`src/rtl/cr_kme_pkg.sv`:
```
// ---------------------------------------------------------------------------
// cr_kme_pkg
//   Types and constants shared by the KME core glue, the register block and
//   the idle_t packing:
//     kme_idle_state_e   idle qualification FSM encoding
//     ERR_*_BIT          bit positions inside err_sticky
//     KME_N_END/CNT_W    default end-source count and in-flight counter width
// ---------------------------------------------------------------------------
package cr_kme_pkg;

    typedef enum logic [1:0] {
        BUSY = 2'd0,
        QUAL = 2'd1,
        IDLE = 2'd2
    } kme_idle_state_e;

    localparam int ERR_UNDERFLOW_BIT = 0;
    localparam int ERR_OVERFLOW_BIT  = 1;

    localparam int KME_N_END = 8;
    localparam int KME_CNT_W = 20;

endpackage : cr_kme_pkg

```
`src/rtl/cr_kme_popcount.sv`:
```
// ---------------------------------------------------------------------------
// cr_kme_popcount
//   Combinational population count of an N-bit vector.
//   Ports:
//     bits   in  [N-1:0]             vector to count
//     count  out [$clog2(N+1)-1:0]   number of set bits
// ---------------------------------------------------------------------------
module cr_kme_popcount #(
    parameter int N = 8
) (
    input  logic [N-1:0]             bits,
    output logic [$clog2(N+1)-1:0]   count
);

    localparam int W = $clog2(N + 1);

    // NOTE: every combinational output gets a default before any conditional
    // or loop update, so no path leaves it unassigned and no latch is inferred.
    always_comb begin
        count = '0;
        for (int i = 0; i < N; i++) begin
            count = count + W'(bits[i]);
        end
    end

endmodule : cr_kme_popcount

```
`src/rtl/cr_kme_inflight_idle_mon.sv`:
```
// ---------------------------------------------------------------------------
// cr_kme_inflight_idle_mon
//   Counts key TLVs in flight (all simultaneous start/end pulses are summed),
//   flags underflow/overflow, tracks a high-water mark and qualifies kme_idle
//   through a programmable hold-off FSM.
//   Ports:
//     clk, rst_n          core clock, synchronous active-low reset
//     start_pulse         [N_START] one-cycle TLV-start pulses
//     end_pulse           [N_END]   one-cycle TLV-complete pulses
//     comp_idle           [N_IDLE]  sub-block idle levels
//     force_busy          register override, holds kme_idle low
//     idle_hold_cfg       [HOLD_W]  extra cycles raw idle must persist
//     err_clear           level; rising edge clears err_sticky
//     hwm_clear           level; rising edge reloads inflight_hwm
//     inflight_cnt        [CNT_W]   current in-flight count
//     no_inflight         inflight_cnt == 0
//     inflight_hwm        [CNT_W]   high-water mark
//     kme_idle            qualified idle
//     set_underflow_int   one-cycle interrupt set pulse
//     set_overflow_int    one-cycle interrupt set pulse
//     err_sticky          [2] {overflow, underflow}
// ---------------------------------------------------------------------------
module cr_kme_inflight_idle_mon
    import cr_kme_pkg::*;
#(
    parameter int N_START = 1,
    parameter int N_END   = KME_N_END,
    parameter int N_IDLE  = 11,
    parameter int CNT_W   = KME_CNT_W,
    parameter int HOLD_W  = 8
) (
    input  logic                clk,
    input  logic                rst_n,
    input  logic [N_START-1:0]  start_pulse,
    input  logic [N_END-1:0]    end_pulse,
    input  logic [N_IDLE-1:0]   comp_idle,
    input  logic                force_busy,
    input  logic [HOLD_W-1:0]   idle_hold_cfg,
    input  logic                err_clear,
    input  logic                hwm_clear,
    output logic [CNT_W-1:0]    inflight_cnt,
    output logic                no_inflight,
    output logic [CNT_W-1:0]    inflight_hwm,
    output logic                kme_idle,
    output logic                set_underflow_int,
    output logic                set_overflow_int,
    output logic [1:0]          err_sticky
);

    localparam int S_W   = $clog2(N_START + 1);
    localparam int E_W   = $clog2(N_END + 1);
    localparam int SUM_W = CNT_W + 1;
    localparam logic [SUM_W-1:0] CNT_MAX = {1'b0, {CNT_W{1'b1}}};

    // ------------------------------------------------------------------
    // Pulse counting
    // ------------------------------------------------------------------
    logic [S_W-1:0] start_cnt;
    logic [E_W-1:0] end_cnt;

    cr_kme_popcount #(.N(N_START)) u_start_pop (
        .bits  (start_pulse),
        .count (start_cnt)
    );

    cr_kme_popcount #(.N(N_END)) u_end_pop (
        .bits  (end_pulse),
        .count (end_cnt)
    );

    logic [SUM_W-1:0] base;
    logic [SUM_W-1:0] diff;
    logic [SUM_W-1:0] e_ext;
    logic             underflow;
    logic             overflow;
    logic [CNT_W-1:0] cnt_next;

    always_comb begin
        e_ext     = SUM_W'(end_cnt);
        base      = {1'b0, inflight_cnt} + SUM_W'(start_cnt);
        diff      = base - e_ext;
        underflow = (base < e_ext);
        overflow  = !underflow && (diff > CNT_MAX);
        if (underflow) begin
            cnt_next = '0;
        end else if (overflow) begin
            cnt_next = '1;
        end else begin
            cnt_next = diff[CNT_W-1:0];
        end
    end

    // ------------------------------------------------------------------
    // Register-level edge detection, sticky errors, high-water mark
    // ------------------------------------------------------------------
    logic       err_clear_q;
    logic       hwm_clear_q;
    logic       err_clear_rise;
    logic       hwm_clear_rise;
    logic [1:0] err_next;
    logic [CNT_W-1:0] hwm_next;

    assign err_clear_rise = err_clear & ~err_clear_q;
    assign hwm_clear_rise = hwm_clear & ~hwm_clear_q;

    // A clear and a fresh error in the same cycle: the error is kept.
    always_comb begin
        err_next = err_sticky;
        if (err_clear_rise) begin
            err_next = '0;
        end
        if (underflow) begin
            err_next[ERR_UNDERFLOW_BIT] = 1'b1;
        end
        if (overflow) begin
            err_next[ERR_OVERFLOW_BIT] = 1'b1;
        end
    end

    always_comb begin
        if (hwm_clear_rise) begin
            hwm_next = cnt_next;
        end else if (cnt_next > inflight_hwm) begin
            hwm_next = cnt_next;
        end else begin
            hwm_next = inflight_hwm;
        end
    end

    // NOTE: state is updated with non-blocking assignments so every flop
    // samples values from before the edge, independent of statement order.
    always_ff @(posedge clk) begin
        if (!rst_n) begin
            inflight_cnt      <= '0;
            inflight_hwm      <= '0;
            err_sticky        <= '0;
            set_underflow_int <= 1'b0;
            set_overflow_int  <= 1'b0;
            err_clear_q       <= 1'b0;
            hwm_clear_q       <= 1'b0;
        end else begin
            inflight_cnt      <= cnt_next;
            inflight_hwm      <= hwm_next;
            err_sticky        <= err_next;
            set_underflow_int <= underflow;
            set_overflow_int  <= overflow;
            err_clear_q       <= err_clear;
            hwm_clear_q       <= hwm_clear;
        end
    end

    assign no_inflight = (inflight_cnt == '0);

    // ------------------------------------------------------------------
    // Idle qualification FSM
    // ------------------------------------------------------------------
    // raw_idle looks at the registered count, so a start pulse is caught
    // directly here one cycle before the count itself moves.
    logic            raw_idle;
    kme_idle_state_e state;
    kme_idle_state_e state_next;
    logic [HOLD_W-1:0] timer;
    logic [HOLD_W-1:0] timer_next;

    assign raw_idle = (&comp_idle) & no_inflight & ~(|start_pulse) & ~force_busy;

    always_ff @(posedge clk) begin
        if (!rst_n) begin
            state <= BUSY;
            timer <= '0;
        end else begin
            state <= state_next;
            timer <= timer_next;
        end
    end

    // The hold-off configuration is captured only when entering QUAL.
    always_comb begin
        state_next = state;
        timer_next = timer;
        case (state)
            BUSY: begin
                if (raw_idle) begin
                    if (idle_hold_cfg == '0) begin
                        state_next = IDLE;
                    end else begin
                        state_next = QUAL;
                        timer_next = idle_hold_cfg - 1'b1;
                    end
                end
            end
            QUAL: begin
                if (!raw_idle) begin
                    state_next = BUSY;
                end else if (timer == '0) begin
                    state_next = IDLE;
                end else begin
                    timer_next = timer - 1'b1;
                end
            end
            IDLE: begin
                if (!raw_idle) begin
                    state_next = BUSY;
                end
            end
            default: begin
                state_next = BUSY;
            end
        endcase
    end

    assign kme_idle = (state == IDLE);

endmodule : cr_kme_inflight_idle_mon

```
`config.mk`:
```
export PLATFORM = sky130hd
export DESIGN_NAME = cr_kme_inflight_idle_mon
export DESIGN_NICKNAME = d
export VERILOG_FILES = /design/src/rtl/cr_kme_pkg.sv /design/src/rtl/cr_kme_popcount.sv /design/src/rtl/cr_kme_inflight_idle_mon.sv
export SDC_FILE = /design/constraint.sdc
export NUM_CORES = 1
export LEC_CHECK = 0
export BUFFER_PORTS_ARGS = -buffer_cell sky130_fd_sc_hd__buf_2
export CORE_MARGIN = 4
export CORE_UTILIZATION = 60
export DETAILED_ROUTE_END_ITERATION = 10
export PLACE_DENSITY = 0.89
export REMOVE_ABC_BUFFERS = 1
export SKIP_CTS_REPAIR_TIMING = 1
export SLEW_MARGIN = 20
export SYNTH_ARGS = -nofsm -noshare
export SYNTH_HDL_FRONTEND = slang
export SYNTH_SLANG_ARGS = --single-unit
export TNS_END_PERCENT = 30
```
`constraint.sdc`:
```
create_clock -name clk -period 12.5 [get_ports clk]
set_input_delay 2.5 -clock clk [delete_from_list [all_inputs] [get_ports clk]]
set_output_delay 2.5 -clock clk [all_outputs]
set_load 0.005 [all_outputs]
```
==> reports/results.tsv <==
metric	value	unit
die_h	92.0	um
ios	79	
fp.dieArea	8460	um2
synthCells	524	
synth_edf_count	0	
track_usage	0.258	
p_sw	620	uW
worstSetupEndpointType	flop	
rsz0062_at_grt	false	
grt_pass1_wl	18.2	mm
grt_max_degree	21	
cts_buffers	5	
drive_above_1_share	0.196	
setup_tns	0	ps
multi_input_area	2820	um2
finalSetupViolCount	0	
floorplan.initialDensity	0.619	
grt_pass1_vias	3822	
dr_total_vias	4192	
dp_hpwl	8.62	mm
crit_start	end_pulse[0]	
ir_drop	0.189	mV
register_area	1120	um2
drt-wirelength-per-cell	16.3	um
rr_worst_depth	21	
final_cells	678	
switching_share	0.508	
yosysTopAreaCell	dfxtp_1	
die_w	92.0	um
antenna_left	0	
async_flop_share	0	
comb_power_share	0.682	
critPathKind	primary input to flop	
overflow	0	
synthFlopType	dfxtp_1	
start_kind	primary input	
critPathMaxStageDelay	690	ps
relSlewSlack	0.318	
status	finished clean	
cts_tree	built	
final_max_slew_viol_count	0	
path_depth	27	
via_per_inst	6.18	
reg2reg_from	inflight_cnt[0]$_SDFF_PN0_	
worstMarginPinSlew	1020	ps
cp_max_fo	19	
maxCapViolCount	0	
avgSynthCellArea	8.08	um2
hold_slack	472	ps
hold_viol	0	
synth_area	4230	um2
wl_met1	4.50	mm
yosysUniqueCellTypes	69	
wl_met3	883	um
p_leak	0.00207	uW
clockPowerShare	0.083	
power_density	260	nW/um2
crit_arrival	9940	ps
coreArea	6830	um2
synth_area_leaders	dfxtp_1 (26%), ha_1 (8.9%), nor2_1 (6.1%), o2bb2ai_1 (3.9%), xnor2_1 (3.9%)	
min_period	9700	ps
nets	649	
maxUsedRoutingLayer	met4	
drt-pass1-iter-count	5	
cp.required	12730	ps
synth-seq-cells	56	
crit_slowest_cell	and2_1	
clockBufferDepth	2	
yosys_warnings	0	
cpLargestDelayFamily	simple AND/OR/NAND/NOR gates	
crit_top_cell	fa_1	
totalWireLength	11.0	mm
dr_wl_met2	5.33	mm
pwr-share-seq	0.236	
area_growth	10.9	%
drt-initial-drc-count	269	
gp_congestion	1.00	
hold_depth	2	
htreeDepth	2	
n_fill_cell	597	
num_rows	30	
min_period_over_period	0.776	
clk_latency	310	ps
clock_sinks	56	
max_freq	0.103	GHz
yosysSeqAreaShare	0.265	
skew	9.47	ps
path_clk_slew	110	ps
p_int	599	uW
placed_cells	670	
port_buffers	78	
antenna_found_initial	0	
path_buf_inv	4	
drc	0	
hold_class	flop to flop	
clockRootBuffer	clkbuf_8	
yosysTopAreaCellShare	0.265	
total_power	1220	uW
holdCritStartpoint	timer[7]$_SDFFE_PN0P_	
antennaDiodeCount	0	
[registers in the layout, summed over array words and instances (netlist names)]
name	flops
err_clear_q	1
inflight_hwm	20
set_underflow_int	1
state	2
hwm_clear_q	1
set_overflow_int	1
inflight_cnt	20
err_sticky	2
timer	8
[final cells by class]
type,count,share of cell area
multi-input combinational,403,0.601
inverter,35,0.0280
clock buffer,5,0.0147
timing repair buffer,80,0.0864
clock inverter,3,0.00507
sequential,56,0.239
tap,96,0.0256
[synthesized netlist by cell type (4+ instances only)]
master,instances
a21o_1,6
a21oi_1,16
a31oi_1,4
and2_1,9
and3_1,6
buf_2,5
buf_4,4
clkbuf_1,15
dfxtp_1,56
fa_1,5
ha_1,30
inv_1,35
mux2i_1,11
nand2_1,36
nand3_1,20
nand4_1,17
nor2_1,69
nor2b_1,6
nor3_1,12
nor3_2,8
nor4_1,11
o21ai_0,14
o2bb2ai_1,19
or3_1,9
xnor2_1,19
xor2_1,14
[per-stage QoR]
step           cell area, um2   util  setup slack [ps]
2_1_floorplan            4070      -              3560
3_3_place_gp             4600  0.673              2940
3_5_place_dp             4600  0.673              2640
4_1_cts                  4690  0.687              2920
5_1_grt                  4690  0.687              2440
6_report                 4690  0.687              2800
[logic make-up (layout without fill, tap and decap cells)]
group / after synthesis / count (layout) / share of synthesized area
buf+inv: 65 / 123 / 0.0683
mux: 12 / 12 / 0.0287
compound gates: 92 / 92 / 0.157
fa+ha+maj: 35 / 35 / 0.112
flops: 56 / 56 / 0.265
xor+xnor: 33 / 33 / 0.0683
simple gates: 231 / 231 / 0.300
[power groups by stage]
stage                     registers [uW]  clock network (uW)  logic, uW
after floorplan                      278                   0        585
after global placement               287                   0        771
after detailed placement             289                   0        815
after CTS                            285                 103        820
after global routing                 293                 112        920
final                                287                 101        831
[layout by cell type (no fill, tap or decap), drive strengths merged, types with 2 or more instances in the layout]
cell,count
buf,80
or2,4
xnor2,19
or4,2
nor4,14
a21o,6
nand2b,3
clkinvlp,2
o31ai,3
o211ai,3
o31a,2
o2bb2ai,19
a211oi,4
xor2,14
mux2i,11
nor2b,6
nand3b,2
nor2,69
and2,10
a21oi,18
a32oi,2
o21ai,15
nor3,21
a31oi,4
a32o,2
clkbuf,5
dfxtp,56
nor3b,4
nand4,18
inv,35
nand3,21
fa,5
ha,30
and4,2
or3,9
o22ai,2
o21a,3
nand2,36
and3,6
[path summary, 6_finish.rpt]
| path | endpoint | slack (ps) |
|---|---|---|
| max reg2reg | inflight_hwm[15]$_SDFFE_PN0P_ | 6110 |
| max | inflight_hwm[15]$_SDFFE_PN0P_ | 2800 |
| min | timer[7]$_SDFFE_PN0P_ | 470 |
| min reg2reg | timer[7]$_SDFFE_PN0P_ | 470 |
[metal layers]
layer | track usage | vias up
met5 | 0 | -
met4 | 0.0755 | 0
met3 | 0.0369 | 38
met2 | 0.449 | 213
met1 | 0.329 | 1966
li1 | - | 1975
[worst register-to-register path, stage by stage, from the launching register on]
cell,delay [ps]
dfxtp_1,370
ha_1,310
ha_1,530
xor2_1,140
ha_1,370
a21o_1,180
a21oi_1,220
nand4_1,300
nor4_4,350
o211ai_2,190
nor3_4,670
nor3_1,230
nor2_1,170
ha_1,160
nand4_1,130
nor2_1,110
nand3_1,100
or3_1,400
or3_1,380
o31ai_1,140
and2_1,690
o2bb2ai_1,190
Note: power is estimated with default switching activity, not from simulation.
